===== src/rtl/l1_cache_pkg.sv =====
// Shared types and geometry helpers for the L1 data cache.
// States: IDLE (wait for CPU) | LOOKUP (tag compare) | FILL (block fetch from L2) | WTHRU (store to L2).
package l1_cache_pkg;

  typedef enum logic [1:0] {
    IDLE   = 2'd0,
    LOOKUP = 2'd1,
    FILL   = 2'd2,
    WTHRU  = 2'd3
  } state_e;

  function automatic int LINES(input int cache_size, input int block_size);
    return cache_size / block_size;
  endfunction

  function automatic int OFFSET(input int block_size);
    return $clog2(block_size);
  endfunction

  // A single-line cache still gets a 1-bit index so port widths never collapse to zero
  function automatic int INDEX(input int cache_size, input int block_size);
    return (LINES(cache_size, block_size) > 1) ? $clog2(LINES(cache_size, block_size)) : 1;
  endfunction

  function automatic int TAG(input int addr_width, input int cache_size, input int block_size);
    return addr_width - OFFSET(block_size) - INDEX(cache_size, block_size);
  endfunction

  function automatic int WORDS_PER_BLOCK(input int data_width, input int block_size);
    return (block_size * 8) / data_width;
  endfunction

endpackage


===== src/rtl/l1_tag_data_array.sv =====
// Tag/valid/data storage for the direct-mapped L1: combinational line read,
// single-word write and whole-block fill. Only valid bits are reset.
module l1_tag_data_array #(
  parameter int DATA_WIDTH = 32,
  parameter int N_LINES    = 4,
  parameter int IDX_W      = 2,
  parameter int TAG_W      = 4,
  parameter int N_WORDS    = 8,
  parameter int WSEL_W     = $clog2(N_WORDS)
) (
  input  logic                          clk,
  input  logic                          rst_n,
  input  logic [IDX_W-1:0]              rd_idx_i,
  output logic [TAG_W-1:0]              rd_tag_o,
  output logic                          rd_valid_o,
  output logic [N_WORDS*DATA_WIDTH-1:0] rd_line_o,
  input  logic                          wr_en_i,
  input  logic [IDX_W-1:0]              wr_idx_i,
  input  logic [WSEL_W-1:0]             wr_word_i,
  input  logic [DATA_WIDTH-1:0]         wr_data_i,
  input  logic                          fill_en_i,
  input  logic [IDX_W-1:0]              fill_idx_i,
  input  logic [TAG_W-1:0]              fill_tag_i,
  input  logic [N_WORDS*DATA_WIDTH-1:0] fill_block_i
);

  logic [TAG_W-1:0]              tag_q   [N_LINES];
  logic [N_WORDS*DATA_WIDTH-1:0] data_q  [N_LINES];
  logic [N_LINES-1:0]            valid_q;

  always_ff @(posedge clk or negedge rst_n) begin
    if (!rst_n) begin
      valid_q <= '0;
    end else if (fill_en_i) begin
      valid_q[fill_idx_i] <= 1'b1;
    end
  end

  // A fill replaces the line outright; there is never dirty data to write back
  always_ff @(posedge clk) begin
    if (fill_en_i) begin
      tag_q[fill_idx_i]  <= fill_tag_i;
      data_q[fill_idx_i] <= fill_block_i;
    end else if (wr_en_i) begin
      data_q[wr_idx_i][wr_word_i*DATA_WIDTH +: DATA_WIDTH] <= wr_data_i;
    end
  end

  assign rd_tag_o   = tag_q[rd_idx_i];
  assign rd_valid_o = valid_q[rd_idx_i];
  assign rd_line_o  = data_q[rd_idx_i];

endmodule


===== src/rtl/l1_dcache.sv =====
// Direct-mapped, write-through, no-write-allocate L1 data cache with one outstanding request.
// Optional macro L1_PERF_CNT_EN adds saturating hit_count/miss_count outputs.
module l1_dcache
  import l1_cache_pkg::*;
#(
  parameter int DATA_WIDTH = 32,
  parameter int ADDR_WIDTH = 11,
  parameter int CACHE_SIZE = 128,
  parameter int BLOCK_SIZE = 32
) (
  input  logic                    clk,
  input  logic                    rst_n,
  input  logic [ADDR_WIDTH-1:0]   cpu_addr,
  input  logic [DATA_WIDTH-1:0]   cpu_wdata,
  input  logic                    cpu_read,
  input  logic                    cpu_write,
  output logic [DATA_WIDTH-1:0]   cpu_rdata,
  output logic                    cpu_ready,
  output logic                    cpu_hit,
  output logic [ADDR_WIDTH-1:0]   l2_addr,
  output logic [DATA_WIDTH-1:0]   l2_wdata,
  output logic                    l2_read,
  output logic                    l2_write,
  input  logic [BLOCK_SIZE*8-1:0] l2_block_in,
  input  logic                    l2_block_valid,
  input  logic                    l2_ready
`ifdef L1_PERF_CNT_EN
  ,
  output logic [15:0]             hit_count,
  output logic [15:0]             miss_count
`endif
);

  localparam int N_LINES = LINES(CACHE_SIZE, BLOCK_SIZE);
  localparam int OFF_W   = OFFSET(BLOCK_SIZE);
  localparam int IDX_W   = INDEX(CACHE_SIZE, BLOCK_SIZE);
  localparam int TAG_W   = TAG(ADDR_WIDTH, CACHE_SIZE, BLOCK_SIZE);
  localparam int N_WORDS = WORDS_PER_BLOCK(DATA_WIDTH, BLOCK_SIZE);
  localparam int WSEL_W  = $clog2(N_WORDS);

  state_e                  state_q;
  logic [ADDR_WIDTH-1:0]   req_addr_q;
  logic [DATA_WIDTH-1:0]   req_wdata_q;
  logic                    req_write_q;
  logic                    hit_q;

  logic [TAG_W-1:0]              req_tag;
  logic [IDX_W-1:0]              req_idx;
  logic [WSEL_W-1:0]             req_wsel;
  logic [TAG_W-1:0]              rd_tag;
  logic                          rd_valid;
  logic [N_WORDS*DATA_WIDTH-1:0] rd_line;
  logic                          hit;
  logic                          wr_en;
  logic                          fill_en;
  logic [DATA_WIDTH-1:0]         hit_word;
  logic [DATA_WIDTH-1:0]         fill_word;
  logic                          unused_byte_sel;

  // Byte offset within a word plays no part in lookup or L2 traffic
  assign unused_byte_sel = ^cpu_addr[1:0];

  assign req_tag   = req_addr_q[ADDR_WIDTH-1 -: TAG_W];
  assign req_idx   = req_addr_q[OFF_W +: IDX_W];
  assign req_wsel  = req_addr_q[2 +: WSEL_W];
  assign hit       = rd_valid && (rd_tag == req_tag);
  assign wr_en     = (state_q == LOOKUP) && req_write_q && hit;
  assign fill_en   = (state_q == FILL) && l2_block_valid && l2_ready;
  assign hit_word  = rd_line[req_wsel*DATA_WIDTH +: DATA_WIDTH];
  assign fill_word = l2_block_in[req_wsel*DATA_WIDTH +: DATA_WIDTH];

  l1_tag_data_array #(
    .DATA_WIDTH (DATA_WIDTH),
    .N_LINES    (N_LINES),
    .IDX_W      (IDX_W),
    .TAG_W      (TAG_W),
    .N_WORDS    (N_WORDS),
    .WSEL_W     (WSEL_W)
  ) u_array (
    .clk          (clk),
    .rst_n        (rst_n),
    .rd_idx_i     (req_idx),
    .rd_tag_o     (rd_tag),
    .rd_valid_o   (rd_valid),
    .rd_line_o    (rd_line),
    .wr_en_i      (wr_en),
    .wr_idx_i     (req_idx),
    .wr_word_i    (req_wsel),
    .wr_data_i    (req_wdata_q),
    .fill_en_i    (fill_en),
    .fill_idx_i   (req_idx),
    .fill_tag_i   (req_tag),
    .fill_block_i (l2_block_in)
  );

  always_ff @(posedge clk or negedge rst_n) begin
    if (!rst_n) begin
      state_q     <= IDLE;
      req_addr_q  <= '0;
      req_wdata_q <= '0;
      req_write_q <= 1'b0;
      hit_q       <= 1'b0;
      cpu_rdata   <= '0;
      cpu_ready   <= 1'b0;
      cpu_hit     <= 1'b0;
      l2_addr     <= '0;
      l2_wdata    <= '0;
      l2_read     <= 1'b0;
      l2_write    <= 1'b0;
    end else begin
      cpu_ready <= 1'b0;
      cpu_hit   <= 1'b0;
      case (state_q)
        IDLE: begin
          if (cpu_read || cpu_write) begin
            req_addr_q  <= {cpu_addr[ADDR_WIDTH-1:2], 2'b00};
            req_wdata_q <= cpu_wdata;
            req_write_q <= cpu_write;
            state_q     <= LOOKUP;
          end
        end
        LOOKUP: begin
          if (req_write_q) begin
            l2_addr  <= req_addr_q;
            l2_wdata <= req_wdata_q;
            l2_write <= 1'b1;
            hit_q    <= hit;
            state_q  <= WTHRU;
          end else if (hit) begin
            cpu_rdata <= hit_word;
            cpu_ready <= 1'b1;
            cpu_hit   <= 1'b1;
            state_q   <= IDLE;
          end else begin
            l2_addr <= {req_addr_q[ADDR_WIDTH-1:OFF_W], {OFF_W{1'b0}}};
            l2_read <= 1'b1;
            state_q <= FILL;
          end
        end
        FILL: begin
          if (l2_block_valid && l2_ready) begin
            cpu_rdata <= fill_word;
            cpu_ready <= 1'b1;
            l2_read   <= 1'b0;
            state_q   <= IDLE;
          end
        end
        WTHRU: begin
          if (l2_ready) begin
            l2_write  <= 1'b0;
            cpu_ready <= 1'b1;
            cpu_hit   <= hit_q;
            state_q   <= IDLE;
          end
        end
        default: state_q <= IDLE;
      endcase
    end
  end

`ifdef L1_PERF_CNT_EN
  always_ff @(posedge clk or negedge rst_n) begin
    if (!rst_n) begin
      hit_count  <= '0;
      miss_count <= '0;
    end else if (cpu_ready) begin
      if (cpu_hit) begin
        if (hit_count != 16'hFFFF) hit_count <= hit_count + 16'd1;
      end else begin
        if (miss_count != 16'hFFFF) miss_count <= miss_count + 16'd1;
      end
    end
  end
`endif

endmodule

===== config.mk =====
export PLATFORM = sky130hd
export DESIGN_NAME = l1_dcache
export DESIGN_NICKNAME = d
export VERILOG_FILES = /design/src/rtl/l1_cache_pkg.sv /design/src/rtl/l1_tag_data_array.sv /design/src/rtl/l1_dcache.sv
export SDC_FILE = /design/constraint.sdc
export NUM_CORES = 1
export LEC_CHECK = 0
export BUFFER_PORTS_ARGS = -buffer_cell sky130_fd_sc_hd__buf_2
export CAP_MARGIN = 20
export CORE_MARGIN = 4
export CORE_UTILIZATION = 38
export DETAILED_ROUTE_END_ITERATION = 7
export GPL_TIMING_DRIVEN = 0
export PLACE_DENSITY = 0.56
export SYNTH_ARGS = -nofsm -noshare
export SYNTH_HDL_FRONTEND = slang
export SYNTH_SLANG_ARGS = --single-unit

===== constraint.sdc =====
create_clock -name clk -period 13.3 [get_ports clk]
set_clock_uncertainty 0.2 [all_clocks]
set_input_delay 1.33 -clock clk [delete_from_list [all_inputs] [get_ports clk]]
set_output_delay 1.33 -clock clk [all_outputs]
set_load 0.03 [all_outputs]

==> results.md <==
Power and ir drop:
- Internal power comes to 8330 uW.
- The leakage dissipation is 0.0213 uW.
- Sequential cells burn 32.6% of the power.
- Combinational cells account for 41.4% of the total power.
- Of the total power, the share spent switching nets is 40.9%.
- Dividing total power by cell area gives a power density of 233 mW/mm^2.
- For this design the total switching power over the nets is 5770 uW.
- The worst ir drop on vdd is 0.133 mV.
- The clock network fraction of total power is 26.0%.

Timing:
- The number of failing hold endpoints at the final stage is 0.
- The final critical path takes up 38.4% of the cycle.
- The time the worst path needs with I/O delays and setup is 5.11 ns.
- The top achievable clock speed is 196 MHz.
- The count of final max-slew check failures was 0.
- The transition time at the pin with the least slew margin is 1.30 ns.
- Setup violations remaining at the end of the flow were counted as 0.
- The relative max-transition margin is 13.1%.
- Setup repair after global routing left no endpoint under its margin.
- The total negative slack for setup checks is 0 ns.

Floorplanning:
- The die outline height is 373 um.
- The number of cell rows is 133.
- In this run the count of I/O pins placed on the die edge is 384.
- The floorplan step defined a die boundary enclosing 0.139 mm^2.
- For this configuration, the core starts out at a cell density of 38.3%.
- The width of the die is 373 um.
- The core region is 0.132 mm^2.

Placed design:
- During placement, the flow inserted port buffers numbering 379.
- The wire-length estimate of the detail-placed layout is 158 mm.
- The routability congestion estimate is 0.965.
- Once placement finished, the instance area stood at 0.0562 mm^2.

Global routing:
- The global routing usage summed across all routing layers is 29.4%.
- The via count of the first global-routing pass is 34200.
- The total overflow left after global routing is 0.
- The met1 usage in global routing is 38.1%.
- The number of antenna violations at the first check in global routing is 16.
- The met2 routing resource usage after global routing is 43.0%.
- The pin count of the biggest net entering global routing is 73.
- met2 is the most crowded layer.
- The global-route wire length before repair is 281 mm.
- The fraction of met3 tracks used by global routing is 10.9%.

Worst setup path:
- In this run the worst path has a maximum fanout of 10.
- The critical path starts at req_addr_q[2]$_DFFE_PN0P_.
- Data arrives at the worst endpoint at 5.41 ns.
- The worst setup path is launched from a register.
- The required time at the worst-slack endpoint is 13.61 ns.
- The startpoint of the worst-slack reg-to-reg timing path is req_addr_q[2]$_DFFE_PN0P_.
- The register-to-register setup slack is 8.19 ns.
- The category of the most critical setup path is reg2reg.
- The kind of capture point of the worst setup path is a register.

Clocking:
- The number of instances resized during post-cts repair is 0.
- In this run the deepest clock path goes through 3 buffers.
- The CTS tree is done.
- The count of clock tree sinks is 1166.
- The register clock-pin slew on the reported worst setup and hold paths is 0.06 ns.
- The tree is rooted in a sky130_fd_sc_hd__clkbuf_16.
- Hold repair after CTS inserted 0 buffers.
- The clock latency on the worst-skew pair is 0.77 ns.
- Once the clock tree was built, the setup fixing pass inserted 0 buffers.
- The H-tree generated during clock tree synthesis spans 4 levels.
- The CTS buffer count is 131.

Synth:
- The post-synthesis area per instance is 14.5 um^2.
- The post-synth design cell area is 0.0505 mm^2.
- The number of distinct standard cells referenced by the synthesized netlist is 54.
- The flip-flop cell with the highest count after synthesis is sky130_fd_sc_hd__edfxtp_1.
- The most area-hungry cell type in the Yosys netlist is sky130_fd_sc_hd__edfxtp_1.
- The top cell type by area accounts for 61.8% of the synthesized area.
- The synthesis warning total is 0.
- After synthesis, the cell types taking the most area are sky130_fd_sc_hd__edfxtp_1, sky130_fd_sc_hd__mux4_2, sky130_fd_sc_hd__nand2_1, sky130_fd_sc_hd__dfrtp_1, sky130_fd_sc_hd__nand3_1.
- For this run, asynchronously set or reset flops after synthesis account for 10.8%.
- The post-synthesis cell count is 3497.
- The synthesized design contains 1040 enable-type register cells.
- The sequential cell area fraction in the yosys report is 68.0%.
- The flop and latch count out of synthesis is 1166.

Drt:
- The number of vias after detailed routing is 35900.
- The number of iterations in the first detailed-routing pass is 6.
- Dividing the detail-routed wire length by the instance count gives 35.2 um.
- In this run, the number of DRC markers left after iteration 0 of detailed routing was 5654.
- The routed via count divided by cell count is 6.03.
- In this run the remaining antenna-violating nets after routing total 0.
- After detailed routing, the number of remaining DRC violations is 0.
- For this block, the routed nets add up to 209 mm of wire.

Min path:
- In this run the worst hold path is classified as reg2reg.
- The source of the worst hold timing path is u_array.valid_q[1]$_DFFE_PN0P_.

Cells and area:
- The final design instance area without fill is 0.0605 mm^2.
- The post-route netlist has 27.3% of its cells at a drive strength greater than 1.
- Leaving out fill and tap cells, the most frequent cells in the layout are sky130_fd_sc_hd__edfxtp_1, sky130_fd_sc_hd__nand2_1, sky130_fd_sc_hd__buf_2, sky130_fd_sc_hd__nand3_1, sky130_fd_sc_hd__mux4_2.
- Leaving out fill and tap cells, the most frequent cell in the layout is sky130_fd_sc_hd__edfxtp_1.
- From synthesis to final layout, the design area changed by 19.8%.
- After the last flow step, the layout net total stands at 4389.

Status:
- The flow ran to the end, and the final reports show no timing, DRC or antenna violations.

Run:
- The max-cap check violation count is 0.
[stage by stage]
step           setup slack (ns)  cells  total power [uW]  utilization [%]  hold WS, ns
6_report                   8.19   5944             14100             45.9        0.263
5_1_grt                    8.13   5940             14400             45.9        0.280
4_1_cts                    8.34   5937             13900             45.9        0.267
3_5_place_dp               8.39   5700             10300             42.7        0.255
3_3_place_gp               6.05   5632             10000             41.5        0.245
2_1_floorplan              8.91   3498              7580                -        0.233
[power by group through the flow]
stage	clock network [uW]	logic, uW	registers (uW)
after global placement	0	5340	4690
after CTS	3680	5650	4600
after floorplan	0	2800	4780
final	3660	5830	4600
after global routing	3840	5960	4630
after detailed placement	0	5630	4670
[registers in the layout (all words and copies together) (netlist names)]
register / count
l2_write: 1
u_array.data_q: 1024
u_array.tag_q: 16
l2_addr: 9
req_write_q: 1
hit_q: 1
cpu_hit: 1
l2_wdata: 32
l2_read: 1
cpu_ready: 1
cpu_rdata: 32
state_q: 2
req_addr_q: 9
req_wdata_q: 32
u_array.valid_q: 4
[final cells by class]
| type | instances | area [um^2] |
|---|---|---|
| fillers | 11800 | 71300 |
| flip-flops and latches | 1166 | 34400 |
| multi-input cells | 2093 | 15400 |
| clock buffers | 189 | 3790 |
| repair buffers | 448 | 3200 |
| well taps | 1755 | 2200 |
| plain buffers | 235 | 1000 |
| clock inverters | 48 | 512 |
| inverters | 4 | 15.0 |
| diodes | 6 | 15.0 |
[Yosys cell counts (2+ instances only)]
| cell type | instances |
|---|---|
| sky130_fd_sc_hd__inv_1 | 4 |
| sky130_fd_sc_hd__a22o_1 | 4 |
| sky130_fd_sc_hd__clkbuf_1 | 181 |
| sky130_fd_sc_hd__xor2_1 | 2 |
| sky130_fd_sc_hd__nor2_1 | 80 |
| sky130_fd_sc_hd__nand3b_1 | 2 |
| sky130_fd_sc_hd__mux2i_1 | 8 |
| sky130_fd_sc_hd__xnor2_1 | 4 |
| sky130_fd_sc_hd__ha_1 | 5 |
| sky130_fd_sc_hd__and3_1 | 6 |
| sky130_fd_sc_hd__mux4_2 | 257 |
| sky130_fd_sc_hd__buf_2 | 30 |
| sky130_fd_sc_hd__nand3_1 | 258 |
| sky130_fd_sc_hd__mux2_2 | 111 |
| sky130_fd_sc_hd__buf_1 | 8 |
| sky130_fd_sc_hd__nand2_1 | 967 |
| sky130_fd_sc_hd__nor2b_1 | 37 |
| sky130_fd_sc_hd__o2111ai_1 | 6 |
| sky130_fd_sc_hd__nor4b_1 | 3 |
| sky130_fd_sc_hd__or2_2 | 5 |
| sky130_fd_sc_hd__buf_6 | 4 |
| sky130_fd_sc_hd__o21ai_1 | 2 |
| sky130_fd_sc_hd__nand4_1 | 66 |
| sky130_fd_sc_hd__nand2b_1 | 4 |
| sky130_fd_sc_hd__clkbuf_2 | 3 |
| sky130_fd_sc_hd__dfrtp_1 | 126 |
| sky130_fd_sc_hd__nand4b_1 | 3 |
| sky130_fd_sc_hd__mux2_4 | 30 |
| sky130_fd_sc_hd__o21ai_0 | 196 |
| sky130_fd_sc_hd__edfxtp_1 | 1040 |
| sky130_fd_sc_hd__and2_1 | 2 |
| sky130_fd_sc_hd__a21oi_1 | 9 |
| sky130_fd_sc_hd__buf_4 | 8 |
| sky130_fd_sc_hd__nor3_1 | 6 |
[cell families (layout without fill, tap and decap cells)]
kind of cell | Yosys count | after routing | share of synthesized area, %
AOI/OAI and AO/OA | 227 | 227 | 2.47
xor gates and xnor gates | 7 | 7 | 0.158
adders and majority gates | 5 | 5 | 0.124
buffers and inverters | 239 | 924 | 2.01
DFF | 1166 | 1166 | 68.0
muxes | 406 | 406 | 15.0
other | 1 | 8 | 0.00742
and+or+nand+nor | 1446 | 1446 | 12.2
[routing by layer]
layer	up-vias	part of all wire, %	routed length [um]
li1	14300	-	-
met1	18400	36	75700
met2	2675	43	90300
met3	514	14	29500
met4	4	6.5	13500
met5	-	0.013	27
[worst max-delay path, cell delays in order (launching register included)]
cell                       delay [ns]
sky130_fd_sc_hd__dfrtp_1         0.41
sky130_fd_sc_hd__clkbuf_1        0.52
sky130_fd_sc_hd__inv_1           0.32
sky130_fd_sc_hd__ha_1            0.29
sky130_fd_sc_hd__ha_1            0.26
sky130_fd_sc_hd__clkbuf_1        0.37
sky130_fd_sc_hd__clkbuf_1        0.40
sky130_fd_sc_hd__and2_0          0.67
sky130_fd_sc_hd__clkbuf_1        0.82
sky130_fd_sc_hd__nand2_1         0.17
sky130_fd_sc_hd__o21ai_0         0.40
[path summary, 6_finish.rpt]
kind                                                    endpoint  cells past startpoint
worst min register to register    u_array.valid_q[1]$_DFFE_PN0P_                      1
worst max-delay path            u_array.data_q[0][101]$_DFFE_PP_                     10
worst min-delay path              u_array.valid_q[1]$_DFFE_PN0P_                      1
max in group asynchronous              cpu_rdata[15]$_DFFE_PN0P_                      2
min in group asynchronous                l2_wdata[9]$_DFFE_PN0P_                      1
worst max register to register  u_array.data_q[0][101]$_DFFE_PP_                     10
(Power assumes the default switching activity.)
